`src/rtl/ripple_ctr_pkg.sv`:
```
// Shared types and default parameters for the ripple counter reader.
// Single cycle of nothing: purely declarations, no logic or flow control.
package ripple_ctr_pkg;

    typedef enum logic [1:0] {
        IDLE   = 2'd0,
        SETTLE = 2'd1,
        HOLD   = 2'd2
    } state_e;

    localparam int unsigned DEF_WIDTH         = 4;
    localparam int unsigned DEF_SETTLE_CYCLES = 2;
    localparam int unsigned DEF_MAX_WAIT      = 16;

endpackage

```
`src/rtl/sync_2ff.sv`:
```
// Two-flop synchroniser for a bus of independently asynchronous bits.
// Latency 2 cycles, no flow control; a multi-bit bus can still arrive torn.
module sync_2ff #(
    parameter int unsigned Width = 1
) (
    input  logic             clk_i,
    input  logic             rst_i,
    input  logic [Width-1:0] d_i,
    output logic [Width-1:0] q_o
);

    logic [Width-1:0] meta_q, meta_d;
    logic [Width-1:0] sync_q, sync_d;

    always_comb begin
        meta_d = d_i;
        sync_d = meta_q;
    end

    always_ff @(posedge clk_i or posedge rst_i) begin
        if (rst_i) begin
            meta_q <= '0;
            sync_q <= '0;
        end else begin
            meta_q <= meta_d;
            sync_q <= sync_d;
        end
    end

    assign q_o = sync_q;

endmodule

```
`src/rtl/ripple_ctr_reader.sv`:
```
// Captures a stable ripple-counter value on request and reports count/delta/wrap.
// Result 1 cycle after a stable request (up to MaxWait in SETTLE); held in HOLD until ready_i.
module ripple_ctr_reader
    import ripple_ctr_pkg::*;
#(
    parameter int unsigned Width        = DEF_WIDTH,
    parameter int unsigned SettleCycles = DEF_SETTLE_CYCLES,
    parameter int unsigned MaxWait      = DEF_MAX_WAIT
) (
    input  logic             clk_i,
    input  logic             rst_i,
    input  logic [Width-1:0] cnt_i,
    input  logic             req_i,
    input  logic             ready_i,
    output logic             valid_o,
    output logic [Width-1:0] count_o,
    output logic [Width-1:0] delta_o,
    output logic             wrap_o,
    output logic             err_o,
    output logic             busy_o
);

    localparam int unsigned StabW = $clog2(SettleCycles + 1);
    localparam int unsigned WaitW = $clog2(MaxWait);
    localparam logic [StabW-1:0] StabMax  = StabW'(SettleCycles);
    localparam logic [WaitW-1:0] WaitLast = WaitW'(MaxWait - 1);

    logic [Width-1:0] sync_q;

    state_e           state_q, state_d;
    logic [Width-1:0] prev_q, prev_d;
    logic [StabW-1:0] stab_q, stab_d;
    logic [WaitW-1:0] wait_q, wait_d;
    logic [Width-1:0] last_q, last_d;
    logic             valid_q, valid_d;
    logic [Width-1:0] count_q, count_d;
    logic [Width-1:0] delta_q, delta_d;
    logic             wrap_q, wrap_d;
    logic             err_q, err_d;
    logic             busy_q, busy_d;

    logic             stable;
    logic             capture;
    logic             cap_err;

    sync_2ff #(
        .Width (Width)
    ) u_sync (
        .clk_i (clk_i),
        .rst_i (rst_i),
        .d_i   (cnt_i),
        .q_o   (sync_q)
    );

    // Stability tracking runs regardless of FSM state so a request can hit an already-settled value.
    always_comb begin
        prev_d = sync_q;
        if (sync_q != prev_q) begin
            stab_d = '0;
        end else if (stab_q != StabMax) begin
            stab_d = stab_q + 1'b1;
        end else begin
            stab_d = stab_q;
        end
    end

    assign stable = (stab_q == StabMax);

    always_comb begin
        state_d = state_q;
        wait_d  = wait_q;
        last_d  = last_q;
        valid_d = valid_q;
        count_d = count_q;
        delta_d = delta_q;
        wrap_d  = wrap_q;
        err_d   = err_q;
        capture = 1'b0;
        cap_err = 1'b0;

        case (state_q)
            IDLE: begin
                if (req_i) begin
                    if (stable) begin
                        capture = 1'b1;
                    end else begin
                        state_d = SETTLE;
                        wait_d  = '0;
                    end
                end
            end
            SETTLE: begin
                if (stable) begin
                    capture = 1'b1;
                end else if (wait_q == WaitLast) begin
                    capture = 1'b1;
                    cap_err = 1'b1;
                end else begin
                    wait_d = wait_q + 1'b1;
                end
            end
            HOLD: begin
                if (ready_i) begin
                    state_d = IDLE;
                    valid_d = 1'b0;
                end
            end
            default: begin
                state_d = IDLE;
                valid_d = 1'b0;
            end
        endcase

        // A forced capture may be torn, so it must not become the reference for the next delta.
        if (capture) begin
            state_d = HOLD;
            valid_d = 1'b1;
            count_d = sync_q;
            delta_d = sync_q - last_q;
            wrap_d  = (sync_q < last_q);
            err_d   = cap_err;
            if (!cap_err) begin
                last_d = sync_q;
            end
        end

        busy_d = (state_d != IDLE);
    end

    always_ff @(posedge clk_i or posedge rst_i) begin
        if (rst_i) begin
            state_q <= IDLE;
            prev_q  <= '0;
            stab_q  <= '0;
            wait_q  <= '0;
            last_q  <= '0;
            valid_q <= 1'b0;
            count_q <= '0;
            delta_q <= '0;
            wrap_q  <= 1'b0;
            err_q   <= 1'b0;
            busy_q  <= 1'b0;
        end else begin
            state_q <= state_d;
            prev_q  <= prev_d;
            stab_q  <= stab_d;
            wait_q  <= wait_d;
            last_q  <= last_d;
            valid_q <= valid_d;
            count_q <= count_d;
            delta_q <= delta_d;
            wrap_q  <= wrap_d;
            err_q   <= err_d;
            busy_q  <= busy_d;
        end
    end

    assign valid_o = valid_q;
    assign count_o = count_q;
    assign delta_o = delta_q;
    assign wrap_o  = wrap_q;
    assign err_o   = err_q;
    assign busy_o  = busy_q;

endmodule

```
`config.mk`:
```
export PLATFORM = sky130hd
export DESIGN_NAME = ripple_ctr_reader
export DESIGN_NICKNAME = d
export VERILOG_FILES = /design/src/rtl/ripple_ctr_pkg.sv /design/src/rtl/sync_2ff.sv /design/src/rtl/ripple_ctr_reader.sv
export SDC_FILE = /design/constraint.sdc
export NUM_CORES = 1
export LEC_CHECK = 0
export CORE_ASPECT_RATIO = 1.1
export CORE_MARGIN = 3
export CORE_UTILIZATION = 50
export DETAILED_ROUTE_END_ITERATION = 8
export GPL_TIMING_DRIVEN = 0
export PLACE_DENSITY = 0.73
export SETUP_SLACK_MARGIN = 0.15
export SYNTH_ARGS = -nofsm -noshare
export SYNTH_HDL_FRONTEND = slang
export SYNTH_SLANG_ARGS = --single-unit
```
`constraint.sdc`:
```
create_clock -name clk_i -period 5.5 [get_ports clk_i]
set_input_delay 0.825 -clock clk_i [delete_from_list [all_inputs] [get_ports clk_i]]
set_output_delay 0.825 -clock clk_i [all_outputs]
set_load 0.02 [all_outputs]
```
==> run summary <==
Total negative slack: 0 ns
Remaining global-route overflow: 0
Final min period: 2.21 ns
Global-route wire length before repair: 4640 um
Worst Max-Slew Pin Slew: 0.717 ns
Ys async rst share: 1.00
CP Cell Sequence: clkdlybuf4s50_1, nor2_1, or3_4, buf_6, or4b_1, nand3_1
Layout cells sized above 1: 0.113
H-tree Lvls: 2
Iter 0 DRT Violations: 46
Via/cell ratio: 5.32
Routed WL: 2580 um
Worst setup SP type: primary input
Wirelength per Cell: 13.4 um
Diodes inserted: 0
Crit path buf inv count: 2
Total chip power: 0.907 mW
XOR/XNOR Fraction of Synth Area: 0.0393
Clk slew on worst S/H paths: 0.11 ns
CTS tree: done
PwrDens: 485 nW/um2
R2r setup slk: 3.57 ns
Die height: 64.6 um
Final setup fails: 0
Adder-cell share of the synthesized area: 0.0690
Initial Utilization: 0.542
Rows: 20
Total of max-cap violations: 0
Detail Placement HPWL: 1840 um
Post-Synth Simple-Gate Area: 0.118
Post-route ant nets: 0
Tot GR Track Use: 0.166
FMAX: 452 MHz
Drt pass-1 iters: 4
Nets: 175
Leakage: 0.835 nW
Critical path class: primary input to register
Largest net degree at the start of global routing: 37
Warnings from Yosys: 0
Slowest cell on crit path: clkdlybuf4s50_1
Number of port buffers: 19
Synth unique cells: 34
Post-synthesis compound-gate area fraction: 0.0946
Chip Width: 59.3 um
Final Max Tran Viols: 0
Clock Tree Root: clkbuf_4
Die ar.: 3830 um2
RSZ-0062 raised after global routing: false
Setup bufs post-CTS: 0
Clk buf depth: 2
Sequential cell area: 901 um2
Footprint of the multi-input gates: 591 um2
Final clock skew: 0.00642 ns
Post-CTS sizing: 0
Hold Path Depth: 0
Slew headroom: 0.522
Worst min path class: register to register
Syn nets: 149
Fin. Hold Viols: 0
Seq/Total Area, Yosys: 0.577
Synthesis-stage register bit count: 36
Fin crit share: 0.402
Worst skew pair latency: 0.34 ns
Number of global-route vias before repair: 1,058
Detail Route met3 WL: 143 um
Area grow syn2layout: 20.0%
Layout Utilization: 0.650
Fillcell total: 246
Hold Path End: u_sync.q_o[1]
Hold Crit Start: u_sync.meta_q[1]
Arr. time, crit path: 2.49 ns
Top Metal Used: met4
Post-synthesis mux area share: 0.0577
Maximum VDD drop: 0.000319 V
Antenna violations before repair: 0
CP Capture Type: register
Required time of the critical path: 5.78 ns
Slowest cell delay on critical path: 0.53 ns
DRT met1 WL: 1070 um
Largest family of logic cells by synthesized area: simple AND/OR/NAND/NOR gates
DRC viols: 0
Crit-path max FO: 8
Worst r2r path cells: 6
Gp weighted congestion: 0.804
Post-synth EDFFs: 0
Synth Flop Type: dfrtp_1
Hold Buf Count CTS: 0
# IOs: 20
Post-DP Area: 1790 um2
Vias: 1,027
Syn Inst Count: 133
Top delay family on crit path: simple AND/OR/NAND/NOR gates
Core Box Area: 2880 um2
Worst r2r src: stab_q[0]
Mapped Avg Cell Area: 11.7 um2
Status: finished clean
Worst flop-to-flop path endpoint: count_o[1]
Routed met2 length: 1310 um
CTS buffer count: 5
Clk sink count: 36
Mapped Area: 1560 um2
Design area: 1870 um2
==> through the flow <==
| step | setup slack (ns) | hold slack [ns] | std cells |
|---|---|---|---|
| 4_1_cts | 3.30 | 0.361 | 193 |
| 3_3_place_gp | 2.98 | 0.334 | 185 |
| 5_1_grt | 3.27 | 0.383 | 193 |
| 2_1_floorplan | 3.56 | 0.331 | 133 |
| 6_report | 3.29 | 0.359 | 193 |
| 3_5_place_dp | 2.93 | 0.335 | 185 |
==> cells in the mapped netlist, types with 2 or more instances <==
library cell / number / area share
a21o_1: 2 / 0.0096
a21oi_1: 8 / 0.026
a22o_1: 2 / 0.011
buf_6: 2 / 0.014
clkbuf_1: 2 / 0.0048
dfrtp_1: 36 / 0.58
ha_1: 7 / 0.056
inv_1: 9 / 0.022
mux2_1: 3 / 0.022
mux2_2: 5 / 0.036
nand2_1: 10 / 0.024
nand2b_1: 3 / 0.012
nand3_1: 4 / 0.013
nor2_1: 8 / 0.019
o21ai_0: 8 / 0.026
xnor2_1: 5 / 0.028
xor2_1: 2 / 0.011
==> kinds of logic after synthesis <==
logic type,Yosys count
compound gates,25
xor+xnor,7
fa+ha+maj,8
buf+inv,14
flops,36
mux,8
simple gates,35
==> worst max path at each step <==
stage,from,to,slack [ns],cells past startpoint
finish,req_i,wait_q[0],3.29,6
global route,req_i,delta_o[1],3.27,5
CTS,req_i,wait_q[0],3.30,6
detailed placement,req_i,wait_q[0],2.93,6
global placement,req_i,wait_q[0],2.98,6
floorplan,req_i,wait_q[0],3.56,5
==> power breakdown <==
group / total, mW / internal [mW] / switching (mW) / leakage, nW
clock network: 0.183 / 0.0947 / 0.0885 / 0.0412
logic: 0.341 / 0.177 / 0.164 / 0.358
registers: 0.383 / 0.335 / 0.0480 / 0.436
total: 0.907 / 0.607 / 0.301 / 0.835
==> layer usage <==
| metal | track usage | vias to the layer above |
|---|---|---|
| met5 | 0 | - |
| met4 | 0.0822 | 0 |
| met3 | 0.0637 | 5 |
| met2 | 0.270 | 23 |
| met1 | 0.186 | 497 |
| li1 | - | 502 |
==> cell type report <==
| class | count | share of cell area |
|---|---|---|
| multi-input combinational | 83 | 0.316 |
| inverter | 9 | 0.0180 |
| timing repair buffer | 19 | 0.102 |
| sequential | 36 | 0.481 |
| clock buffer | 5 | 0.0201 |
| tap | 33 | 0.0221 |
| buffer | 5 | 0.0187 |
| clock inverter | 3 | 0.0227 |
==> layout by cell type, fill, tap and decap left out, types with 2 or more instances in the layout <==
master,n
nand2b_1,3
mux2_2,5
a21o_1,2
nor2_1,8
buf_6,2
clkbuf_4,5
o21ai_0,8
nand3_1,4
ha_1,7
clkbuf_1,2
mux2_1,3
xor2_1,2
dfrtp_1,36
inv_1,8
a22o_1,2
xnor2_1,5
nand2_1,10
a21oi_1,8
clkdlybuf4s50_1,19
==> registers in the layout, indices dropped and copies added, names as in the netlist <==
register and count:
busy_o 1, count_o 4, delta_o 4, err_o 1, last_q 4, prev_q 4
stab_q 2, state_q 2, u_sync.meta_q 4, u_sync.q_o 4, valid_o 1, wait_q 4
wrap_o 1
(Power assumes the default switching activity.)
